$ cat src/rtl/msrv_32_reg_file_wb_unit.sv
// Integer register file at the end of the writeback path.
// Two combinational read ports with same-cycle write-through bypass, plus a
// load scoreboard that flags decode-stage hazards on registers awaiting load data.
module msrv_32_reg_file_wb_unit #(
    parameter int unsigned      XLEN      = 32,
    parameter int unsigned      NREGS     = 32,
    parameter logic [XLEN-1:0]  RESET_VAL = '0
) (
    input  logic                     clk_in,
    input  logic                     rst_in,
    input  logic                     wr_en_in,
    input  logic [$clog2(NREGS)-1:0] rd_addr_in,
    input  logic [XLEN-1:0]          rd_data_in,
    input  logic                     flush_in,
    input  logic [$clog2(NREGS)-1:0] rs1_addr_in,
    input  logic [$clog2(NREGS)-1:0] rs2_addr_in,
    output logic [XLEN-1:0]          rs1_data_out,
    output logic [XLEN-1:0]          rs2_data_out,
    input  logic                     ld_issue_in,
    input  logic [$clog2(NREGS)-1:0] ld_rd_in,
    input  logic                     ld_done_in,
    output logic                     hazard_out,
    output logic [NREGS-1:0]         busy_vec_out
);

    localparam int unsigned AW = $clog2(NREGS);

    logic [XLEN-1:0]  regs_q [NREGS];
    logic [NREGS-1:0] busy_q, busy_d;

    logic wr_fire;
    logic ld_fire;
    logic clear_rs1, clear_rs2;

    // A write is live only out of reset and when not flushed; this gates both
    // the array update and the bypass so reset never exposes in-flight data.
    assign wr_fire = wr_en_in & ~flush_in & rst_in;
    assign ld_fire = ld_issue_in & ~flush_in;

    // Register array: x0 is never written, so it keeps RESET_VAL but reads as 0.
    always_ff @(posedge clk_in or negedge rst_in) begin
        if (!rst_in) begin
            for (int i = 0; i < int'(NREGS); i++) begin
                regs_q[i] <= RESET_VAL;
            end
        end else if (wr_fire && rd_addr_in != '0) begin
            regs_q[rd_addr_in] <= rd_data_in;
        end
    end

    // Scoreboard next state: a new load to rd wins over its previous load's writeback.
    always_comb begin
        busy_d = busy_q;
        for (int i = 0; i < int'(NREGS); i++) begin
            if (wr_fire && ld_done_in && rd_addr_in == AW'(i)) begin
                busy_d[i] = 1'b0;
            end
            if (ld_fire && ld_rd_in == AW'(i) && i != 0) begin
                busy_d[i] = 1'b1;
            end
        end
    end

    // Scoreboard state register.
    always_ff @(posedge clk_in or negedge rst_in) begin
        if (!rst_in) begin
            busy_q <= '0;
        end else begin
            busy_q <= busy_d;
        end
    end

    // Read ports: x0 forced to zero, otherwise bypass a matching write.
    always_comb begin
        rs1_data_out = regs_q[rs1_addr_in];
        rs2_data_out = regs_q[rs2_addr_in];
        if (wr_fire && rd_addr_in == rs1_addr_in) begin
            rs1_data_out = rd_data_in;
        end
        if (wr_fire && rd_addr_in == rs2_addr_in) begin
            rs2_data_out = rd_data_in;
        end
        if (rs1_addr_in == '0) begin
            rs1_data_out = '0;
        end
        if (rs2_addr_in == '0) begin
            rs2_data_out = '0;
        end
    end

    // Hazard: a register whose load writes back this cycle is served by the bypass.
    always_comb begin
        clear_rs1  = wr_fire & ld_done_in & (rd_addr_in == rs1_addr_in);
        clear_rs2  = wr_fire & ld_done_in & (rd_addr_in == rs2_addr_in);
        hazard_out = (busy_q[rs1_addr_in] & (rs1_addr_in != '0) & ~clear_rs1) |
                     (busy_q[rs2_addr_in] & (rs2_addr_in != '0) & ~clear_rs2);
    end

    assign busy_vec_out = busy_q;

endmodule

$ cat config.mk
export PLATFORM = sky130hd
export DESIGN_NAME = msrv_32_reg_file_wb_unit
export DESIGN_NICKNAME = d
export VERILOG_FILES = /design/src/rtl/msrv_32_reg_file_wb_unit.sv
export SDC_FILE = /design/constraint.sdc
export NUM_CORES = 2
export LEC_CHECK = 0
export CAP_MARGIN = 5
export CORE_UTILIZATION = 50
export CTS_BUF_LIST = sky130_fd_sc_hd__clkbuf_4
export DETAILED_ROUTE_END_ITERATION = 16
export PLACE_DENSITY = 0.65
export RECOVER_POWER = 100
export SLEW_MARGIN = 25
export SYNTH_ARGS = -nofsm -noshare
export SYNTH_HDL_FRONTEND = slang
export SYNTH_SLANG_ARGS = --single-unit
$ cat constraint.sdc
create_clock -name clk_in -period 11.3 [get_ports clk_in]
set_input_delay 3.39 -clock clk_in [delete_from_list [all_inputs] [get_ports clk_in]]
set_output_delay 3.39 -clock clk_in [all_outputs]
set_load 0.01 [all_outputs]
==> metrics.txt <==
# TYPE chip_impl_metric gauge
chip_impl_metric{name="number_of_enable_flip_flop_cells_after_synthesis",unit=""} 0
chip_impl_metric{name="drc",unit=""} 0
chip_impl_info{name="critPathKind",value="in2out"} 1
chip_impl_metric{name="cts_max_level",unit=""} 5
chip_impl_metric{name="final_hpwl_dp",unit="microns"} 109000
chip_impl_metric{name="num_vias",unit=""} 39100
chip_impl_metric{name="final-seq-area",unit="sq um"} 26400
chip_impl_metric{name="cp.arrival",unit="ps"} 7550
chip_impl_metric{name="fin_setup_tns",unit="ps"} 0
chip_impl_metric{name="post_cts_resized",unit=""} 0
chip_impl_metric{name="die_y",unit="microns"} 340
chip_impl_info{name="synth_area_leader_cell",value="sky130_fd_sc_hd__dfrtp_1"} 1
chip_impl_metric{name="p_comb_share",unit="%"} 15.1
chip_impl_info{name="outcome",value="complete, but fails checks"} 1
chip_impl_metric{name="synthArstFlopShare",unit="%"} 100
chip_impl_metric{name="antenna_violations_before_repair",unit=""} 8
chip_impl_info{name="synthTopCellsByCount",value="sky130_fd_sc_hd__dfrtp_1, sky130_fd_sc_hd__mux2_2, sky130_fd_sc_hd__mux4_2"} 1
chip_impl_metric{name="worst_slew_margin_rel",unit="%"} -176
chip_impl_metric{name="synth.lib_cells_used.distinct",unit=""} 64
chip_impl_metric{name="count_of_state_elements_after_synthesis",unit=""} 1055
chip_impl_metric{name="grt_use_total",unit="%"} 33.5
chip_impl_metric{name="synth_top_area_share",unit="%"} 46.2
chip_impl_metric{name="crit_path_max_fanout",unit=""} 7
chip_impl_info{name="min-delay-path-class",value="reg2reg"} 1
chip_impl_metric{name="final_nets",unit=""} 4134
chip_impl_metric{name="leakage_power_summed_over_all_cells",unit="nW"} 28.9
chip_impl_metric{name="cts_hold_buffers",unit=""} 0
chip_impl_metric{name="pwr_density_cell",unit="nW/um^2"} 147
chip_impl_metric{name="clock_latency",unit="ps"} 1130
chip_impl_metric{name="layout_min_cycle_time",unit="ps"} 10940
chip_impl_metric{name="finalWeightedCongestion",unit=""} 0.841
chip_impl_metric{name="maxClockFrequency",unit="MHz"} 91.4
chip_impl_info{name="cts-root-buf",value="sky130_fd_sc_hd__clkbuf_4"} 1
chip_impl_info{name="violated_checks",value="capacitance limit, slew limit"} 1
chip_impl_metric{name="cts.clk_slew.worst_paths",unit="ps"} 50
chip_impl_metric{name="synthToLayoutAreaGrowth",unit="%"} 10.6
chip_impl_metric{name="die_width",unit="microns"} 340
chip_impl_metric{name="initial_utilization",unit="%"} 50.6
chip_impl_metric{name="synth_fp_nets",unit=""} 3948
chip_impl_metric{name="register_area_share_after_synthesis",unit="%"} 46.2
chip_impl_metric{name="totalPowerFinal",unit="mW"} 9.29
chip_impl_info{name="synth.most_common_cell",value="sky130_fd_sc_hd__dfrtp_1"} 1
chip_impl_info{name="crit_slowest_cell",value="sky130_fd_sc_hd__dlygate4sd3_1"} 1
chip_impl_metric{name="first_pass_iters",unit=""} 5
chip_impl_metric{name="total_cts_buffers",unit=""} 311
chip_impl_metric{name="ir_worst_vdd",unit="mV"} 0.0843
chip_impl_metric{name="fraction_of_the_mapped_netlist_area_in_compound_gates",unit="%"} 5.26
chip_impl_metric{name="avgViaCountPerCell",unit=""} 6.77
chip_impl_metric{name="synth-adder-area-share",unit="%"} 0
chip_impl_metric{name="area_of_the_core",unit="sq um"} 113000
chip_impl_metric{name="synth_simple_gate_area_share",unit="%"} 2.73
chip_impl_metric{name="grt_first_pass_wirelength",unit="microns"} 281000
chip_impl_metric{name="synthCells",unit=""} 3890
chip_impl_metric{name="internal_power",unit="mW"} 6.71
chip_impl_metric{name="postRouteWirelength",unit="microns"} 191000
chip_impl_info{name="clock_tree_from_tritoncts",value="done"} 1
chip_impl_info{name="synthTopCellsByArea",value="sky130_fd_sc_hd__dfrtp_1, sky130_fd_sc_hd__mux2_2, sky130_fd_sc_hd__mux4_2"} 1
chip_impl_metric{name="power_frac_seq",unit="%"} 46.6
chip_impl_metric{name="cp_slowest_stage_delay",unit="ps"} 750
chip_impl_metric{name="report.final.setup_viol",unit=""} 0
chip_impl_metric{name="first_global_vias",unit=""} 40100
chip_impl_info{name="rsz0062_at_grt",value="no"} 1
chip_impl_metric{name="maxCapViolCount",unit=""} 47
chip_impl_info{name="largest_family_of_logic_cells_by_synthesized_area",value="multiplexers"} 1
chip_impl_info{name="critical_path.cell_chain",value="dlygate4sd3_1 > clkinv_1 > nand2_1 > buf_4 > or4_1 > clkbuf_1 > o21ai_0 > o21ai_0 > dlygate4sd3_1"} 1
chip_impl_metric{name="finalCritPeriodShare",unit="%"} 96.8
chip_impl_metric{name="synth.mux.area_fraction",unit="%"} 41.5
chip_impl_metric{name="worst_ep_required_time",unit="ps"} 7910
chip_impl_metric{name="tritoncts_num_sinks",unit=""} 1055
chip_impl_metric{name="multi_input_comb_area",unit="sq um"} 28500
chip_impl_metric{name="ys.warnings.count",unit=""} 0
chip_impl_metric{name="share_clk_of_total_power",unit="%"} 38.2
chip_impl_metric{name="post_cts.repair.setup_buffers",unit=""} 0
chip_impl_metric{name="grt_start_max_net_pins",unit=""} 137
chip_impl_metric{name="share_of_layout_cells_above_drive_strength_1",unit="%"} 48.8
chip_impl_metric{name="fin_worst_hold_slack",unit="ps"} 393
chip_impl_metric{name="wl_per_cell",unit="microns"} 33.2
chip_impl_metric{name="skew",unit="ps"} 0
chip_impl_info{name="dominantRegCellSynth",value="sky130_fd_sc_hd__dfrtp_1"} 1
chip_impl_metric{name="synthesis.area_per_instance",unit="sq um"} 14.7
chip_impl_metric{name="port_buffers",unit=""} 153
chip_impl_metric{name="global_route.overflow_total",unit=""} 0
chip_impl_metric{name="antenna_left",unit=""} 0
chip_impl_info{name="timing.critical_path.to_type",value="primary output"} 1
chip_impl_metric{name="finalMaxSlewViolations",unit=""} 1728
chip_impl_metric{name="std_cell_rows",unit=""} 123
chip_impl_info{name="timing.critical_path.from_type",value="input port"} 1
chip_impl_metric{name="die_area",unit="sq um"} 116000
chip_impl_metric{name="filler_cell_count",unit=""} 9553
chip_impl_metric{name="swShare",unit="%"} 27.8
chip_impl_metric{name="io_pins",unit=""} 155
chip_impl_metric{name="synth_xor_xnor_area_share",unit="%"} 0.153
chip_impl_metric{name="timing_worst_slew_pin_value",unit="ps"} 4140
chip_impl_metric{name="ctsLongestPathBuffers",unit=""} 4
chip_impl_metric{name="finalHoldViolCount",unit=""} 0
chip_impl_metric{name="synth.cell_area",unit="sq um"} 57200
chip_impl_metric{name="switch_pwr",unit="mW"} 2.59
chip_impl_metric{name="initialDrtViolationCount",unit=""} 3887
## final cells by class
cell class	instances	share of cell area, %
multi-input cells	2396	45.1
diodes	10	0.0396
clock buffers	449	5.33
well taps	1500	2.97
clock inverters	53	0.507
flip-flops and latches	1055	41.8
inverters	2	0.0119
repair buffers	310	4.28
## placed cells by master, fill, tap and decap left out, types with 44 or more instances in the layout
cell type and count:
sky130_fd_sc_hd__nor2_1 44, sky130_fd_sc_hd__buf_4 102, sky130_fd_sc_hd__nand2_1 67, sky130_fd_sc_hd__clkbuf_4 449
sky130_fd_sc_hd__o21ai_0 95, sky130_fd_sc_hd__mux2_2 975, sky130_fd_sc_hd__dfrtp_1 1055, sky130_fd_sc_hd__o22ai_1 88
sky130_fd_sc_hd__mux2i_1 199, sky130_fd_sc_hd__nor3_1 53, sky130_fd_sc_hd__clkdlybuf4s50_1 51, sky130_fd_sc_hd__a21oi_1 44
sky130_fd_sc_hd__mux4_2 459, sky130_fd_sc_hd__dlygate4sd3_1 89
## worst max-delay path: cells and delay by family
kind | cells | cell delay, ps
buffers and inverters | 5 | 2610
AND/OR/NAND/NOR | 2 | 890
AO/OA/AOI/OAI | 2 | 640
## path summary, 6_finish.rpt
path,from,end,slack [ps],depth (start not counted)
worst max register to register,busy_vec_out[28],busy_vec_out[28],10370,2
worst max-delay path,rs2_addr_in[3],hazard_out,360,9
max in group asynchronous,rst_in,regs_q[245],1710,6
worst min register to register,regs_q[998],regs_q[998],390,0
worst min-delay path,regs_q[998],regs_q[998],390,0
min in group asynchronous,rst_in,regs_q[486],2070,1
## flip-flops by register name (all words and copies together), names as in the netlist
signal / flops
regs_q: 1024
busy_vec_out: 31
## metrics by stage
stage          area (sq um)  util [%]  std cells  setup WS, ps
4_1_cts               63600      56.3       5765           920
2_1_floorplan         57200         -       3890          2940
5_1_grt               63200      56.0       5770           415
3_5_place_dp          59900      53.0       5263           938
3_3_place_gp          59800      53.0       5261           977
6_report              63200      56.0       5775           356
## power by group through the flow
| stage | registers [mW] | logic, mW | clock network [mW] |
|---|---|---|---|
| 2_1_floorplan | 4.31 | 0.942 | 0 |
| 3_3_place_gp | 4.38 | 1.40 | 0 |
| 3_5_place_dp | 4.39 | 1.42 | 0 |
| 4_1_cts | 4.32 | 1.43 | 3.62 |
| 5_1_grt | 4.37 | 1.49 | 3.82 |
| 6_report | 4.33 | 1.40 | 3.55 |
## kinds of logic (layout without fill, tap and decap cells)
logic type,count (synthesis),count (layout)
simple gates,298,298
buf+inv,439,814
mux,1666,1666
compound gates,421,421
other cells,1,11
xor+xnor,10,10
flops,1055,1055
## layer usage
metal / track usage [%] / up-vias / share of wire [%] / routed length (microns)
met5: 0 / - / 0.014 / 26
met4: 13.9 / 4 / 4.1 / 7820
met3: 7.79 / 492 / 8.7 / 16600
met2: 51.3 / 1969 / 46 / 88600
met1: 46.1 / 21000 / 41 / 78400
li1: - / 15700 / - / -
(Power assumes the default switching activity.)
